## src/rtl/vga_fb_arbiter.sv

```systemverilog
`default_nettype none
// ============================================================================
// Module      : vga_fb_arbiter
// Description : Shares a single-port, synchronous-read framebuffer RAM
//               between VGA scan-out and a host valid/ready port. Scan-out
//               owns one fixed fetch slot per 4-pixel cell; the host gets
//               every other cycle. Drives the registered 3-bit pixel colour.
// Revision    : 1.0 - initial release
// ============================================================================
module vga_fb_arbiter #(
   parameter int H_ACTIVE = 640,
   parameter int H_TOTAL  = 800,
   parameter int V_ACTIVE = 480,
   parameter int V_TOTAL  = 525,
   parameter int FB_W     = 160,
   parameter int FB_CELLS = 19200
) (
   input  logic        clk,
   input  logic        rst,
   input  logic [9:0]  hcount,
   input  logic [9:0]  vcount,
   input  logic        host_valid,
   output logic        host_ready,
   input  logic        host_we,
   input  logic [14:0] host_addr,
   input  logic [2:0]  host_wdata,
   output logic        host_rvalid,
   output logic [2:0]  host_rdata,
   output logic        mem_en,
   output logic        mem_we,
   output logic [14:0] mem_addr,
   output logic [2:0]  mem_wdata,
   input  logic [2:0]  mem_rdata,
   output logic [2:0]  pix_rgb
);

   // Timing constants sized to the counter widths.
   localparam logic [9:0]  c_h_active     = 10'(H_ACTIVE);
   localparam logic [9:0]  c_v_active     = 10'(V_ACTIVE);
   // Last in-line fetch: slot at H_ACTIVE-6 looks ahead to the final cell.
   localparam logic [9:0]  c_h_last_fetch = 10'(H_ACTIVE - 6);
   // End-of-line slot fetching cell 0 of the next line.
   localparam logic [9:0]  c_h_wrap_slot  = 10'(H_TOTAL - 2);
   localparam logic [9:0]  c_v_last       = 10'(V_TOTAL - 1);
   localparam logic [14:0] c_fb_w         = 15'(FB_W);
   localparam logic [14:0] c_fb_cells     = 15'(FB_CELLS);

   // Combinational nets.
   logic [9:0]  w_next_line;
   logic [9:0]  w_nx_sum;
   logic        w_line_slot;
   logic        w_wrap_slot;
   logic        w_slot_pos;
   logic        w_slot;
   logic [7:0]  w_nx;
   logic [7:0]  w_ny;
   logic [14:0] w_disp_addr;
   logic        w_host_acc;
   logic        w_host_in_range;
   logic        w_visible;

   // Registered state and next-state values.
   logic        slot_q,   slot_d;
   logic [2:0]  cell_q,   cell_d;
   logic [2:0]  pix_q,    pix_d;
   logic        rvalid_q, rvalid_d;
   logic        rd_inr_q, rd_inr_d;

   // Display slot decode and lookahead cell address.
   always_comb begin
      w_next_line = (vcount == c_v_last) ? 10'd0 : vcount + 10'd1;
      w_nx_sum    = hcount + 10'd2;
      w_line_slot = (hcount[1:0] == 2'b10) && (hcount <= c_h_last_fetch) &&
                    (vcount < c_v_active);
      w_wrap_slot = (hcount == c_h_wrap_slot) && (w_next_line < c_v_active);
      w_slot_pos  = w_line_slot || w_wrap_slot;
      w_slot      = w_slot_pos && !rst;
      w_nx        = w_line_slot ? w_nx_sum[9:2] : 8'd0;
      w_ny        = w_line_slot ? vcount[9:2] : w_next_line[9:2];
      // Constant multiplier: synthesis reduces it to shift-add.
      w_disp_addr = ({7'd0, w_ny} * c_fb_w) + {7'd0, w_nx};
   end

   // Host handshake: ready in every cycle that is not a display slot.
   always_comb begin
      host_ready      = !rst && !w_slot_pos;
      w_host_acc      = host_valid && host_ready;
      w_host_in_range = host_addr < c_fb_cells;
   end

   // RAM port mux: display slot first, then in-range host access, else idle.
   always_comb begin
      mem_en    = 1'b0;
      mem_we    = 1'b0;
      mem_addr  = 15'd0;
      mem_wdata = 3'd0;
      if (w_slot) begin
         mem_en   = 1'b1;
         mem_addr = w_disp_addr;
      end else if (w_host_acc && w_host_in_range) begin
         mem_en    = 1'b1;
         mem_we    = host_we;
         mem_addr  = host_addr;
         mem_wdata = host_wdata;
      end
   end

   // Next-state for the fetch pipeline, pixel register and read return.
   always_comb begin
      w_visible = (hcount < c_h_active) && (vcount < c_v_active);
      slot_d    = w_slot;
      cell_d    = slot_q ? mem_rdata : cell_q;
      pix_d     = w_visible ? cell_q : 3'd0;
      rvalid_d  = w_host_acc && !host_we;
      rd_inr_d  = w_host_acc && !host_we && w_host_in_range;
   end

   // State registers with synchronous reset.
   always_ff @(posedge clk) begin
      if (rst) begin
         slot_q   <= 1'b0;
         cell_q   <= 3'd0;
         pix_q    <= 3'd0;
         rvalid_q <= 1'b0;
         rd_inr_q <= 1'b0;
      end else begin
         slot_q   <= slot_d;
         cell_q   <= cell_d;
         pix_q    <= pix_d;
         rvalid_q <= rvalid_d;
         rd_inr_q <= rd_inr_d;
      end
   end

   // Read return; suppressed while reset is asserted so an in-flight read
   // never surfaces. Out-of-range reads return 0.
   always_comb begin
      host_rvalid = rvalid_q && !rst;
      host_rdata  = (rvalid_q && rd_inr_q && !rst) ? mem_rdata : 3'd0;
      pix_rgb     = pix_q;
   end

endmodule
`default_nettype wire

```

## config.mk

```make
export PLATFORM = sky130hd
export DESIGN_NAME = vga_fb_arbiter
export DESIGN_NICKNAME = d
export VERILOG_FILES = /design/src/rtl/vga_fb_arbiter.sv
export SDC_FILE = /design/constraint.sdc
export NUM_CORES = 1
export LEC_CHECK = 0
export ABC_AREA = 1
export BUFFER_PORTS_ARGS = -buffer_cell sky130_fd_sc_hd__buf_2
export CAP_MARGIN = 30
export CORE_UTILIZATION = 40
export CTS_BUF_LIST = sky130_fd_sc_hd__clkbuf_4
export CTS_CLUSTER_DIAMETER = 200
export CTS_CLUSTER_SIZE = 25
export DETAILED_ROUTE_END_ITERATION = 10
export PLACE_DENSITY = 0.71
export SYNTH_ARGS = -nofsm -noshare
export SYNTH_HDL_FRONTEND = slang
export SYNTH_SLANG_ARGS = --single-unit
```

## constraint.sdc

```tcl
create_clock -name clk -period 2.89 [get_ports clk]
set_input_delay 0 -clock clk [delete_from_list [all_inputs] [get_ports clk]]
set_output_delay 0 -clock clk [all_outputs]
set_load 0.02 [all_outputs]
```

==> reports/qor.csv, run 1 <==
metric,value,unit
synth-simple-area-share,0.429,
min_from,host_valid,
root_buffer,clkbuf_4,
htreeDepth,1,
via_per_inst,4.81,
status,finished clean,
r2r_cells,2,
async_reset_ff_frac,0,
port_buffers,72,
drive_above_1_share,0.417,
gp_congestion,0.912,
whs,0.0299,ns
multi_input_area,1520,um2
fill_cells,379,
drt_iter0_markers,72,
hold_end,rvalid_q,
crit_path_cell_trace,"buf_2, nand2_2, nor2_4, a21oi_2, nand2_2, nand4_1, nor2_1, nand3b_1, inv_1, ha_1, ha_2, inv_2, fa_2, nor2_4, nand3_2, nor2_2, nand3_2, inv_2, nand2_2, nand2_1, nand2_1, nor2_1, o21bai_4, buf_6",
cp.required,2.89,ns
synthTopCellsByArea,"nand2_1 (13%), inv_1 (13%), ha_1 (11%), dfxtp_1 (10%), nor2_1 (9.7%)",
timing.final.crit_share,0.985,
synth_fa_ha_area_frac,0.134,
crit_cells,24,
antenna_cells,0,
synth-compound-area-share,0.143,
setup_violations,0,
seqCellArea,180,um2
cts_made_buffers,3,
power_density,253,nW/um2
cts_tree,done,
clk_path_buf_depth,2,
muxShareOfSynthArea,0,
slew_headroom,0.750,
ys.flop_type,dfxtp_1,
start_util,0.431,
worst_clock_skew,0.00187,ns
antenna_found_initial,0,
min_path_type,in -> reg,
grt_pass1_vias,1997,
cts.sinks,9,
synth_top_area_share,0.134,
hpwl,4.07,mm
critical_path.slowest_cell,fa_2,
mostFrequentLayoutCell,buf_2,
vdd_drop_max,0.132,mV
ys_seq_elements,9,
power.total,0.000708,W
core_area,4140,um2
p_leak,1.62,nW
crit_start,hcount[5],
clock_latency,0.27,ns
dieArea,4740,um2
finalHoldViolations,0,
cp-start-kind,input pin,
rsz0062_at_grt,yes,
avgSynthCellArea,5.76,um2
synth_xor_xnor_area_share,0.0490,
pin_count,73,
slew_violations,0,
finalCriticalPeriod,2.85,ns
grt.overflow.total,0,
synth_cell_types,30,
dpl.cell_count,459,
grtUsageTotal,0.220,
drt-total-wl,5.34,mm
synth_enable_flop_cells,0,
crit_path_max_fanout,3,
die_w,68.8,um
vias,2294,
final_cell_mix,"buf_2 (62), inv_1 (54), nand2_1 (53), buf_4 (40), nor2_1 (38)",
grt_max_degree,18,
dieHeight,68.8,um
grt_pass1_wl,8.00,mm
postSynthNetCount,373,
drt-pass1-iter-count,4,
path_common_cell,nand2_2,
slowest_delay,0.45,ns
worst-path-buf-inv,5,
end_kind,output port,
synth_top_family_by_area,simple AND/OR/NAND/NOR gates,
drc,0,
num_rows,23,
ff2ff_setup_slack,2.17,ns
r2r_end,cell_q[1],
reg2reg_from,slot_q,
syn_to_final_growth,56.4,%
hold_depth,3,
tightestPinTransition,0.374,ns
yosysWarningCount,0,
ant_nets,0,
wire_per_inst,11.2,um
cap_violations,0,
fin_cells,477,
path_clk_slew,0.06,ns
yosys.area.top_type,nand2_1,
cp.arrival,2.85,ns
yosysSeqAreaShare,0.101,
syn_inst,310,
worst_path_dominant_cell_family,simple AND/OR/NAND/NOR gates,
max_freq,0.351,GHz
crit_type,in -> out,
synth.cell_area,1790,um2
nets,491,
==> sequential cells by signal (all words and copies together), names as in the netlist <==
register and flops:
pix_rgb 3, rvalid_q 1, rd_inr_q 1, slot_q 1
cell_q 3
==> cells in the mapped netlist, types with 3 or more instances <==
cell type	number
nor2_1	46
nand2_2	4
nand3_1	22
xor2_1	7
o21bai_1	8
ha_1	16
dfxtp_1	9
o21bai_2	4
a21oi_1	15
nand2_1	64
inv_1	60
xnor2_1	3
o21ai_0	11
nor2_2	7
nand4_1	11
==> how the worst max path moves through the flow <==
stage | end | slack (ns)
2_1_floorplan | mem_addr[13] | 0.04
3_5_place_dp | mem_addr[14] | -0.18
3_3_place_gp | mem_addr[14] | -0.18
4_1_cts | mem_addr[13] | 0.002
6_report | mem_addr[13] | 0.04
5_1_grt | mem_addr[13] | -0.15
==> where the power goes <==
group / switching [W] / internal, W
Clock: 0.0000477 / 0.0000628
Sequential: 0.000000848 / 0.000126
Combinational: 0.000251 / 0.000219
==> repair_timing <==
item | CTS | global route
pin swaps | 14 | 25
cloned | 0 | 0
hold buffers | 4 | 0
setup endpoints to repair | 5 | 6
endpoints found under the hold margin | 5 | 0
setup buffers | 6 | 4
gates resized for setup | 21 | 49
==> per-layer routing <==
| metal | global-route usage | vias up | share of wire |
|---|---|---|---|
| met5 | 0 | - | 0 |
| met4 | 0.0561 | 0 | 0.0082 |
| met3 | 0.00987 | 5 | 0.045 |
| met2 | 0.418 | 64 | 0.52 |
| met1 | 0.266 | 1010 | 0.43 |
| li1 | - | 1215 | - |
==> per-stage QoR <==
step | TNS (ns) | setup slack [ns] | util | instance area (um2)
final | 0 | 0.0442 | 0.674 | 2790
after global routing | -0.376 | -0.154 | 0.674 | 2790
after CTS | 0 | 0.00228 | 0.624 | 2580
after detailed placement | -0.406 | -0.179 | 0.582 | 2410
after global placement | -0.394 | -0.182 | 0.582 | 2410
after floorplan | 0 | 0.0391 | - | 1790
==> cell families after synthesis <==
logic type / after synthesis
flops: 9
compound gates: 41
xor+xnor: 10
simple gates: 166
fa+ha+maj: 18
buf+inv: 66
==> cell type report <==
type                       count  share of cell area
clock buffer                   4              0.0107
inverter                      63              0.0846
multi-input combinational    235               0.543
sequential                     9              0.0645
tap                           50              0.0224
timing repair buffer         116               0.275
==> worst min-delay path, cell delays in order <==
cell and delay (ns):
buf_2 0.15, nand2_1 0.08, nor2_1 0.03
(Power assumes the default switching activity.)
==> run 2: changes to the inputs <==
- clock period: 2.89 -> 2.6 ns (I/O delays scaled with it)
==> reports/qor.csv, run 2 (same netlist as run 1, synthesis figures left out) <==
metric,value,unit,change
r2r_cells,2,,unchanged
max_freq,0.348,GHz,
wire_per_inst,12.5,um,+12%
slew_headroom,0.696,,-0.0545
via_per_inst,4.88,,+1.5%
p_leak,1.81,nW,+12%
ant_nets,0,,unchanged
seqCellArea,180,um2,unchanged
drt-pass1-iter-count,4,,unchanged
crit_type,in -> out,,
syn_to_final_growth,75.2,%,
placed_area,2650,um2,+10%
root_buffer,clkbuf_4,,
core_area,4140,um2,unchanged
cts_tree,done,,
nets,529,,+7.7%
htreeDepth,1,,unchanged
num_rows,23,,unchanged
clk_path_buf_depth,2,,unchanged
fin_cells,515,,+8.0%
min_path_type,in -> reg,,
dieArea,4740,um2,unchanged
multi_input_area,1520,um2,+0.16%
final_util,0.755,,+0.0812
tightestPinTransition,0.456,ns,+0.0815 ns
grt_max_degree,18,,unchanged
pin_count,73,,unchanged
port_buffers,72,,unchanged
timing.final.crit_share,1.11,,
hold_depth,3,,unchanged
grt_pass1_wl,9.75,mm,+22%
drt-total-wl,6.44,mm,+21%
drive_above_1_share,0.469,,+0.0520
final_cell_area,3130,um2,+12%
dpl.cell_count,482,,+5.0%
min_from,mem_rdata[1],,
start_util,0.431,,unchanged
drt_iter0_markers,122,,+69%
rsz0062_at_grt,yes,,
final_cell_mix,"buf_4 (82), nand2_1 (55), buf_2 (53), inv_1 (51), nor2_1 (38)",,
finalCriticalPeriod,2.87,ns,
dp_worst_setup_slack,-0.427,ns,-0.248 ns
worst_clock_skew,0.000841,ns,-0.00103 ns
violations,negative setup slack,,
r2r_end,cell_q[0],,
grt.overflow.total,0,,unchanged
drc,0,,unchanged
path_clk_slew,0.06,ns,about the same
power_density,273,nW/um2,+7.7%
vdd_drop_max,0.159,mV,+21%
grt_pass1_vias,2356,,+18%
finalHoldViolations,0,,unchanged
fill_cells,313,,-17%
cp.required,2.60,ns,-0.29 ns
end_kind,output port,,
dieHeight,68.8,um,unchanged
die_w,68.8,um,unchanged
whs,0.00649,ns,-0.0234 ns
grtUsageTotal,0.272,,+0.0526
cap_violations,0,,unchanged
setup_violations,6,,+6
slew_violations,0,,unchanged
cp.arrival,2.87,ns,+0.02 ns
cts.sinks,9,,unchanged
cts_made_buffers,3,,unchanged
hold_end,cell_q[1],,
hpwl,4.46,mm,+9.5%
mostFrequentLayoutCell,buf_4,,
vias,2514,,+9.6%
cp-start-kind,input pin,,
setup_slack,-0.275,ns,-0.319 ns
reg2reg_from,slot_q,,
antenna_found_initial,0,,unchanged
crit_path_max_fanout,5,,+2
ff2ff_setup_slack,1.87,ns,-0.30 ns
antenna_cells,0,,unchanged
gp_congestion,0.861,,-5.6%
clock_latency,0.26,ns,about the same
status,"complete, but fails checks",,
run 2: critical path, stage by stage:
cell and delay (ns):
buf_8 0.08, nand2_4 0.05, inv_2 0.06, nand2_2 0.05
nand3_2 0.08, inv_2 0.05, nand2_4 0.07, nand4_1 0.15
nor2_2 0.16, nand3b_1 0.14, inv_2 0.06, ha_4 0.27
ha_4 0.13, inv_2 0.04, fa_2 0.57, nor2_4 0.05
buf_4 0.13, buf_4 0.13, nand2_2 0.06, xor2_1 0.16
nor2_1 0.06, o21bai_2 0.19, buf_6 0.14
run 2: layer usage:
layer / part of all wire / track usage / wire [um] / vias up
li1: - / - / - / 1295
met4: 0.022 / 0.0918 / 144 / 0
met2: 0.51 / 0.517 / 3270 / 77
met5: 0 / 0 / 0 / -
met3: 0.036 / 0.0214 / 233 / 14
met1: 0.43 / 0.316 / 2790 / 1128
run 2: worst max-delay path by stage:
| stage | from | endpoint | cells after the start |
|---|---|---|---|
| detailed placement | vcount[5] | mem_addr[13] | 26 |
| floorplan | vcount[7] | mem_addr[13] | 25 |
| global placement | hcount[3] | mem_addr[13] | 24 |
| CTS | hcount[8] | mem_addr[13] | 24 |
| global route | vcount[6] | mem_addr[13] | 26 |
| finish | vcount[6] | mem_addr[10] | 23 |
run 2: through the flow:
stage | total power, W | TNS (ns)
final | 0.000854 | -1.34
after global routing | 0.000928 | -2.73
after CTS | 0.000816 | -1.25
after detailed placement | 0.000616 | -1.86
after global placement | 0.000604 | -1.31
after floorplan | 0.000414 | 0
run 2: final cells by class:
class                           instances  area share
Clock buffer                            4     0.00959
Inverter                               63      0.0755
Multi-Input combinational cell        235       0.486
Sequential cell                         9      0.0576
Tap cell                               50      0.0200
Timing Repair Buffer                  154       0.352
run 2: report_power, final:
group	internal, W	leakage [nW]	switching, W
registers	0.000140	0.0728	0.000000878
clock network	0.0000695	0.0184	0.0000480
logic	0.000296	1.72	0.000300
total	0.000505	1.81	0.000349
run 2: what timing repair did:
| action | in CTS | in global routing |
|---|---|---|
| buffers inserted | 28 | 4 |
| hold buffers | 1 | 0 |
| hold endpoints to repair | 2 | 0 |
| pin swaps | 32 | 13 |
| endpoints found under the setup margin | 6 | 10 |
| gates resized for setup | 54 | 6 |
